File: config.mk
export PLATFORM = sky130hd
export DESIGN_NAME = multi_cycle_ctrl
export DESIGN_NICKNAME = d
export VERILOG_FILES = /design/src/rtl/multi_cycle_ctrl_pkg.sv /design/src/rtl/multi_cycle_ctrl_mem_wait_timer.sv /design/src/rtl/multi_cycle_ctrl.sv
export SDC_FILE = /design/constraint.sdc
export NUM_CORES = 1
export LEC_CHECK = 0
export ABC_CLOCK_PERIOD_IN_PS = 2200
export CAP_MARGIN = 10
export CORE_ASPECT_RATIO = 2
export CORE_UTILIZATION = 45
export DETAILED_ROUTE_END_ITERATION = 12
export PLACE_DENSITY = 0.85
export SLEW_MARGIN = 10
export SYNTH_ARGS = -nofsm -noshare
export SYNTH_HDL_FRONTEND = slang
export SYNTH_SLANG_ARGS = --single-unit
export TNS_END_PERCENT = 20
File: constraint.sdc
create_clock -name clk -period 2.2 [get_ports clk]
set_input_delay 0.44 -clock clk [delete_from_list [all_inputs] [get_ports clk]]
set_output_delay 0.44 -clock clk [all_outputs]
set_load 0.02 [all_outputs]
File: src/rtl/multi_cycle_ctrl_pkg.sv
// Shared opcode/state encodings and default sizing for the multi-cycle control unit.
package multi_cycle_ctrl_pkg;

   localparam int unsigned OPC_W           = 3;
   localparam int unsigned INSTR_W_DEF     = 9;
   localparam int unsigned OPC_MSB         = INSTR_W_DEF - 1;
   localparam int unsigned OPC_LSB         = INSTR_W_DEF - OPC_W;
   localparam int unsigned MEM_TIMEOUT_DEF = 15;
   localparam int unsigned CNT_W_DEF       = 16;

   // aluOp: the opcode field of every instruction word
   typedef enum logic [OPC_W-1:0] {
      ADD  = 3'b000,
      XOR  = 3'b001,
      AND  = 3'b010,
      RSL  = 3'b011,
      MOV  = 3'b100,
      LD   = 3'b101,
      ST   = 3'b110,
      BLQZ = 3'b111
   } aluop_t;

   // Control-unit sequencing states; idle is PC with busy low
   typedef enum logic [1:0] {
      PC            = 2'd0,
      REGISTERREAD  = 2'd1,
      DATAMEM       = 2'd2,
      REGISTERWRITE = 2'd3
   } state_t;

   // Opcodes that need a data-memory transaction
   function automatic logic is_mem_op(input aluop_t op);
      return (op == LD) || (op == ST);
   endfunction

endpackage

File: src/rtl/multi_cycle_ctrl_mem_wait_timer.sv
// Wait counter for the data-memory handshake: clears, counts on enable, flags the last allowed cycle.
module multi_cycle_ctrl_mem_wait_timer #(
   parameter int unsigned LIMIT = 15
) (
   input  logic clk,
   input  logic reset,
   input  logic clear,
   input  logic enable,
   output logic expired
);

   localparam int unsigned CW   = (LIMIT > 1) ? $clog2(LIMIT) : 1;
   localparam logic [CW-1:0] LAST = CW'(LIMIT - 1);

   logic [CW-1:0] count;

   // Count wait cycles, holding at the last value so it never wraps
   always_ff @(posedge clk) begin
      if (reset || clear) begin
         count <= '0;
      end else if (enable && (count != LAST)) begin
         count <= count + CW'(1);
      end
   end

   assign expired = (count == LAST);

endmodule

File: src/rtl/multi_cycle_ctrl.sv
// Multi-cycle control unit: fetch, register read, optional memory access, write-back.
module multi_cycle_ctrl
   import multi_cycle_ctrl_pkg::*;
#(
   parameter int unsigned INSTR_W     = INSTR_W_DEF,
   parameter int unsigned MEM_TIMEOUT = MEM_TIMEOUT_DEF,
   parameter int unsigned CNT_W       = CNT_W_DEF
) (
   input  logic               clk,
   input  logic               reset,
   input  logic               start,
   input  logic [INSTR_W-1:0] instr,
   input  logic               prog_end,
   input  logic               br_cond,
   input  logic               mem_ack,
   output logic [1:0]         state_o,
   output logic [INSTR_W-1:0] ir,
   output logic [OPC_W-1:0]   alu_op,
   output logic               ir_load,
   output logic               reg_re,
   output logic               reg_we,
   output logic               mem_re,
   output logic               mem_we,
   output logic               pc_inc,
   output logic               pc_branch,
   output logic               busy,
   output logic               done,
   output logic               mem_timeout,
   output logic [CNT_W-1:0]   instr_count
);

   localparam int unsigned OP_LSB = INSTR_W - OPC_W;
   localparam int unsigned OP_MSB = OP_LSB + OPC_W - 1;

   state_t state;
   aluop_t op;
   logic   retire;
   logic   wait_clear;
   logic   wait_en;
   logic   wait_expired;

   assign alu_op  = ir[OP_MSB:OP_LSB];
   assign op      = aluop_t'(alu_op);
   assign state_o = state;
   assign retire  = pc_inc | pc_branch;

   // The wait count runs only while DATAMEM is waiting for an ack
   assign wait_clear = (state != DATAMEM);
   assign wait_en    = (state == DATAMEM) && !mem_ack;

   multi_cycle_ctrl_mem_wait_timer #(
      .LIMIT (MEM_TIMEOUT)
   ) u_mem_wait_timer (
      .clk     (clk),
      .reset   (reset),
      .clear   (wait_clear),
      .enable  (wait_en),
      .expired (wait_expired)
   );

   // Per-cycle strobes decoded from the current state and the inputs valid in that state
   always_comb begin
      ir_load   = 1'b0;
      reg_re    = 1'b0;
      reg_we    = 1'b0;
      mem_re    = 1'b0;
      mem_we    = 1'b0;
      pc_inc    = 1'b0;
      pc_branch = 1'b0;
      if (busy) begin
         case (state)
            PC: begin
               ir_load = !prog_end;
            end
            REGISTERREAD: begin
               reg_re = 1'b1;
               if (op == BLQZ) begin
                  pc_branch = br_cond;
                  pc_inc    = !br_cond;
               end
            end
            DATAMEM: begin
               mem_re = (op == LD);
               mem_we = (op == ST);
               pc_inc = (op == ST) && mem_ack;
            end
            REGISTERWRITE: begin
               reg_we = 1'b1;
               pc_inc = 1'b1;
            end
            default: begin
               ir_load = 1'b0;
            end
         endcase
      end
   end

   // Sequencer: state, instruction register, run/abort status and the retire counter
   always_ff @(posedge clk) begin
      if (reset) begin
         state       <= PC;
         ir          <= '0;
         busy        <= 1'b0;
         done        <= 1'b0;
         mem_timeout <= 1'b0;
         instr_count <= '0;
      end else begin
         done <= 1'b0;
         if (retire && (instr_count != {CNT_W{1'b1}})) begin
            instr_count <= instr_count + CNT_W'(1);
         end
         if (!busy) begin
            if (start) begin
               busy        <= 1'b1;
               state       <= PC;
               mem_timeout <= 1'b0;
               instr_count <= '0;
            end
         end else begin
            case (state)
               PC: begin
                  if (prog_end) begin
                     busy <= 1'b0;
                     done <= 1'b1;
                  end else begin
                     ir    <= instr;
                     state <= REGISTERREAD;
                  end
               end
               REGISTERREAD: begin
                  if (op == BLQZ) begin
                     state <= PC;
                  end else if (is_mem_op(op)) begin
                     state <= DATAMEM;
                  end else begin
                     state <= REGISTERWRITE;
                  end
               end
               DATAMEM: begin
                  // An ack on the last allowed cycle still completes the access
                  if (mem_ack) begin
                     state <= (op == LD) ? REGISTERWRITE : PC;
                  end else if (wait_expired) begin
                     state       <= PC;
                     busy        <= 1'b0;
                     mem_timeout <= 1'b1;
                  end
               end
               REGISTERWRITE: begin
                  state <= PC;
               end
               default: begin
                  state <= PC;
               end
            endcase
         end
      end
   end

endmodule

---- Word-level counts from Yosys, hierarchy flattened ----
Index checks and enable logic that the tools add are counted.
storage, ports and cells
  flip-flop bits (word level) ............. 34
  output and inout port bits .............. 40
  word-level logic and storage cells ...... 83
  bits of input ports ..................... 15
cells by class
  reductions and logical operators ........ 15
  bitwise logic cells ..................... 4
  muxes and demuxes ....................... 40
  add/subtract/negate cells ............... 2
  equal/unequal tests ..................... 15
operators by type and width
  cell                                                    count
  two-way mux 16 bit                                      3
  two-way mux 1 bit                                       27
  adder 16 x 1 -> 16 bit (second input constant)          1
  inequality test 16 bit (second input constant)          1
  two-way mux 2 bit                                       7
  == test 3 bit (second input constant)                   3
  one-hot mux 2 bit (4 select lines)                      1
  AND reduction 3 bit                                     2
  adder 4 x 1 -> 4 bit (second input constant)            1
  == test 2 bit (second input constant)                   2
  == test 4 bit (second input constant)                   1
  logical AND 1 bit                                       4
  inequality test 2 x 1 -> 1 bit (second input constant)  2
  inequality test 2 bit (second input constant)           2
  inequality test 4 x 3 -> 1 bit (second input constant)  1
  inequality test 4 bit (second input constant)           1
  AND reduction 4 bit                                     1
  logical NOT 1 bit                                       3
  inequality test 3 bit (second input constant)           1
  NOT 1 bit                                               3
  one-hot mux 1 bit (3 select lines)                      1
  OR reduction 3 bit                                      1
  == test 2 x 1 -> 1 bit (second input constant)          1
  logical NOT 2 bit                                       1
  other kinds (4)                                         5

---- Longest topological paths before layout ----
  depth after elaboration ................. 9
  depth in mapped cells ................... 8
  mapped depth without buffers ............ 7

---- Modules after synthesis ----
Synthesis repeated with hierarchy kept, for this count alone.
unflattened totals
  cell total of the unflattened synthesis .. 226
  area, all modules ....................... 1,757.9 sq um
by module, submodules not included
  module                           area each (sq um)  times used  cells an instance  seq. area each (sq um)
  multi_cycle_ctrl                 1,541.5            1           202                600.6
  multi_cycle_ctrl_mem_wait_timer  216.5              1           24                 80.1

---- Worst setup path before layout ----
No wires, ideal clock.
  kind .................................... register to register
  start point ............................. register state[1] (netlist: state_o[1])
  end point ............................... register instr_count[11]
  setup time .............................. 0.115 ns
  arrival ................................. 1.984 ns
  path buffers ............................ 2
  setup slack ............................. 0.101 ns
  cell stages (with the launch flop) ...... 8
  clock period less this slack ............ 2.099 ns
  path through ............................ dfxtp_1 -> buf_2 -> nand2_1 -> o31a_1 -> or3_4 -> buf_6 -> o31a_1 -> o21a_1
between the ends
  cells in the longest elaborated chain, start to end .. 8
  elaborated cells on any way between the ends .. 12
  those cells by class .................... 3 x eq/ne; 7 x mux; 1 x bitwise; 1 x reduce/logical
RTL lines
  what                                                                     RTL line                 text
  start, declared                                                          multi_cycle_ctrl.sv:35   state_t state;
  start signal, assigned                                                   multi_cycle_ctrl.sv:142  state <= (op == LD) ? REGISTERWRITE : PC;
  == test 2 bit or == test 2 x 1 -> 1 bit (tied branches)                  multi_cycle_ctrl.sv:71   case (state)
  one-hot mux 1 bit (3 select lines) or two-way mux 1 bit (tied branches)  multi_cycle_ctrl.sv:71
  two-way mux 1 bit                                                        multi_cycle_ctrl.sv:70   if (busy) begin
  bitwise OR 1 bit (*)                                                     multi_cycle_ctrl.sv:45   assign retire = pc_inc | pc_branch;
  logical AND 1 bit (*)                                                    multi_cycle_ctrl.sv:109  if (retire && (instr_count != {CNT_W{1'b1}})) begin
  two-way mux 16 bit (*)                                                   multi_cycle_ctrl.sv:109
  two-way mux 16 bit                                                       multi_cycle_ctrl.sv:113  if (start) begin
  two-way mux 16 bit (*)                                                   multi_cycle_ctrl.sv:112  if (!busy) begin
  end signal, assigned                                                     multi_cycle_ctrl.sv:110  instr_count <= instr_count + CNT_W'(1);
  end, declared                                                            multi_cycle_ctrl.sv:29   output logic [CNT_W-1:0] instr_count
Mark *: on every way between the ends. The rest lies on a longest branch, timed or not.
A chain may end at the register's enable or synchronous reset.

---- Final worst setup path ----
  start point ............................. register busy
  end point ............................... output port ir_load
between the ends
  cells in the longest elaborated chain, start to end .. 1
RTL lines
  what                    RTL line                 text
  start, declared         multi_cycle_ctrl.sv:26   output logic busy,
  start signal, assigned  multi_cycle_ctrl.sv:103  busy <= 1'b0;
  start signal, assigned  multi_cycle_ctrl.sv:114  busy <= 1'b1;
  start signal, assigned  multi_cycle_ctrl.sv:123  busy <= 1'b0;
  two-way mux 1 bit       multi_cycle_ctrl.sv:70
  end, declared           multi_cycle_ctrl.sv:19   output logic ir_load,
No other way between the ends.

==> results.md <==
- Insertion delay to the later sink of the worst-skew pair: 0.29 ns
- Largest family of logic cells by synthesized area: simple AND/OR/NAND/NOR gates
- Share of cells above drive strength 1: 11.55%
- Final WL: 4494 µm
- Layout filler cell count: between 200 and 300
- Setup WS post-layout: 0.07263 ns
- Top cells by area in the synthesized netlist: dfxtp_1 42%, nand2_1 8.3%, a21oi_1 5.8%
- Worst clock skew: 0.002433 ns
- Cells after synthesis: 205
- Number of max-cap violations: 0
- CP max FO: 5
- R2R depth: 5
- Vias in the first global route: between 1500 and 2000
- Post-synth top flop: dfxtp_1
- Max Buffers Root-to-Sink: 2
- Die width: 44.55 µm
- Largest net degree at the start of global routing: 21
- Detailed-route via count: 1809
- Commonest cells in the netlist: 36 x nand2_1, 34 x dfxtp_1, 19 x a21oi_1, 17 x nor2_1, 9 x nand4_1
- DRT antenna net count: 0
- Clock sink total: 34
- Ys async rst share: 0%
- ANT cells: 0
- Tightest Pin Transition: 0.5651 ns
- Peak supply drop: between 0.0005 and 0.0006 V
- # rows: 30
- Yosys top cell by area: dfxtp_1
- DPL Wire Length: between 3000 and 4000 µm
- Setup crit end kind: primary output
- Most frequent cell after synthesis: nand2_1
- Number of synthesized flops with an enable pin: 0
- Sequential Area: about 680 µm²
- Final setup vio count: 0
- GRT Total Usage: 24.46%
- CTS tree: built
- Adder-Cell Fraction of Synth Area: between 2 and 2.5%
- Hold Path Stages: 2
- Area of the multi-input gates: slightly below 900 µm²
- Unrepaired setup endpoints after global routing: no
- Die ar.: 0.003879 mm²
- Hold Path Origin: ir[3]$_SDFFE_PP0P_
- H-Tree Depth: 2
- Routed vias/inst: ~5.6
- Die height: between 80 and 90 µm
- FF-to-FF Start: state_o[1]$_SDFFE_PP0P_
- Synthesized Nets: 223
- Post-CTS setup buffers: 0
- Startpoint Class: flip-flop
- Compound-Gate Fraction of Synth Area: ~16%
- Max-slew violations: 0
- Io pins: 55
- Yosys warns: 0
- Number of remaining DRC errors: 0
- #FFs+latches synth: 34
- Final Hold Slack: 0.4574 ns
- Global-route wire length before repair: 7113 µm
- Xor and xnor area share after synthesis: 2.688%
- Final Core Density: 70.84%
- Share of the synthesized area in the top cell type: between 40% and 50%
- DR pass1 iterations: 4
- Reg2reg end: instr_count[3]$_SDFF_PP0_
- Min-Delay Path Class: reg2reg
- Leakage Power: 0.8771 nW
- Slowest stage delay, CP: 0.36 ns
- Post-synth cell types: 39
- IO buf count: between 50 and 60
- Critical path class: reg2out
- Syn avg cell area: 7.947 µm²
- Root buf cell: clkbuf_8
- Critical path cell sequence: or2b_1 -> or3_1 -> clkinv_1 -> clkdlybuf4s15_1
- CTS Buf Count: 5
- Crit-path slowest cell: or3_1
- Crit path time final: 2.127 ns
- Congestion Overflow GR: 0
- Core ar.: 0.003416 mm²
- Gpl congestion: roughly 0.9
- Clk slew on worst S/H paths: around 0.070 ns
- DRT iter0 DRCs: 45
- Post-Syn Area: 0.001629 mm²
- Worst Path Required: ~1.8 ns
- Fin nets: 294
- Hold Path Sink: ir[3]$_SDFFE_PP0P_
- Post-place setup slack: -0.3285 ns
- Sequential area share after synthesis: between 40% and 50%
- Worst EP arrival: 1.69 ns
- Initial antenna violation count: 0
- Slew Limit Headroom: 62.25%
- Flop-to-flop setup slack: 0.24 ns
- Status: finished clean
- Area Overhead vs Synth: 48.54%
- Peak Freq: 470.1 MHz
- Hold Vio Cnt, Final: 0
- Simple-gate area share of the yosys netlist: around a third
- Initial Utilization: roughly 48%
- Power Density: 520.5 mW/mm²
- Post-synthesis mux area share: 0.6144%
- Cts hold-fix bufs: 0
- Setup crit start: busy$_SDFF_PP0_
- Wire per inst: 13.83 µm
- Final period utilization: 96.70%
==> critical path, delay by kind of cell (launching register included) <==
family / cells / cell delay [ns]
flops: 1 / 0.35
simple gates: 2 / 0.66
buf+inv: 2 / 0.39
==> state kept, by name (all words and copies together) (netlist names) <==
| name | count |
|---|---|
| busy | 1 |
| done | 1 |
| instr_count | 16 |
| ir | 9 |
| mem_timeout | 1 |
| state_o | 2 |
| u_mem_wait_timer.count | 4 |
==> where the power goes <==
part | internal (mW) | switching [mW] | total (mW) | leakage [nW]
sequential | 0.626 | 0.00683 | 0.632 | 0.275
clock | 0.252 | 0.229 | 0.481 | 0.0482
combinational | 0.0727 | 0.0732 | 0.146 | 0.554
==> logic make-up (layout without fill, tap and decap cells) <==
group / after synthesis / in the layout
AO/OA/AOI/OAI: 42 / 42
XOR/XNOR: 5 / 5
adder cells (fa/ha/maj): 3 / 3
buffers and inverters: 17 / 89
flip-flops: 34 / 34
multiplexers: 1 / 1
AND/OR/NAND/NOR: 103 / 103
==> timing repair <==
item | 4_1_cts | 5_1_grt
setup endpoints to repair | 5 | 11
pin swaps | 0 | 1
gates resized for setup | 7 | 5
==> worst max path at each step <==
stage / end / slack (ns)
floorplan: instr_count[11]$_SDFF_PP0_ / 0.10
detailed placement: pc_inc / -0.33
global placement: pc_inc / -0.32
global route: ir_load / 0.006
finish: ir_load / 0.07
CTS: pc_inc / 0.01
==> layout by cell type, fill, tap and decap left out, types with 2 or more instances in the layout <==
cell type / count
nand3_1: 7
clkdlybuf4s50_1: 47
clkbuf_8: 6
a211oi_1: 2
o21ai_0: 8
or3_1: 8
nor2_1: 17
xnor2_1: 2
nand2_1: 36
xor2_1: 3
nor3_1: 4
dlygate4sd2_1: 3
buf_4: 21
or4_1: 3
nor4_1: 5
nand2b_1: 4
nand4_1: 9
o211ai_1: 5
o31a_1: 2
ha_1: 3
inv_1: 5
nor2b_1: 2
dlymetal6s2s_1: 2
a31oi_1: 2
dfxtp_1: 34
a21oi_1: 19
==> per-layer routing <==
metal	track usage, %	vias to the layer above	share of wire, %
met5	0	-	0
met4	13.50	0	3.6
met3	4.564	15	4.1
met2	45.59	66	55
met1	23.64	856	37
li1	-	872	-
==> layout make-up <==
class / count / area share [%]
clock buffer: 7 / 3.568
sequential: 34 / 28.13
clock inverter: 1 / 0.2068
inverter: 6 / 0.9307
tap: 48 / 2.482
multi-input combinational: 154 / 35.99
timing repair buffer: 75 / 28.70
==> metrics by stage <==
step,std cells,TNS (ns),power (mW),instance area [µm²]
2_1_floorplan,205,0,0.7082,1629
3_3_place_gp,317,-2.771,0.7891,2326
3_5_place_dp,317,-2.970,0.7910,2326
4_1_cts,325,0,1.273,2414
5_1_grt,325,0,1.298,2420
6_report,325,0,1.260,2420
No activity file was read; power rests on OpenSTA's default activity.
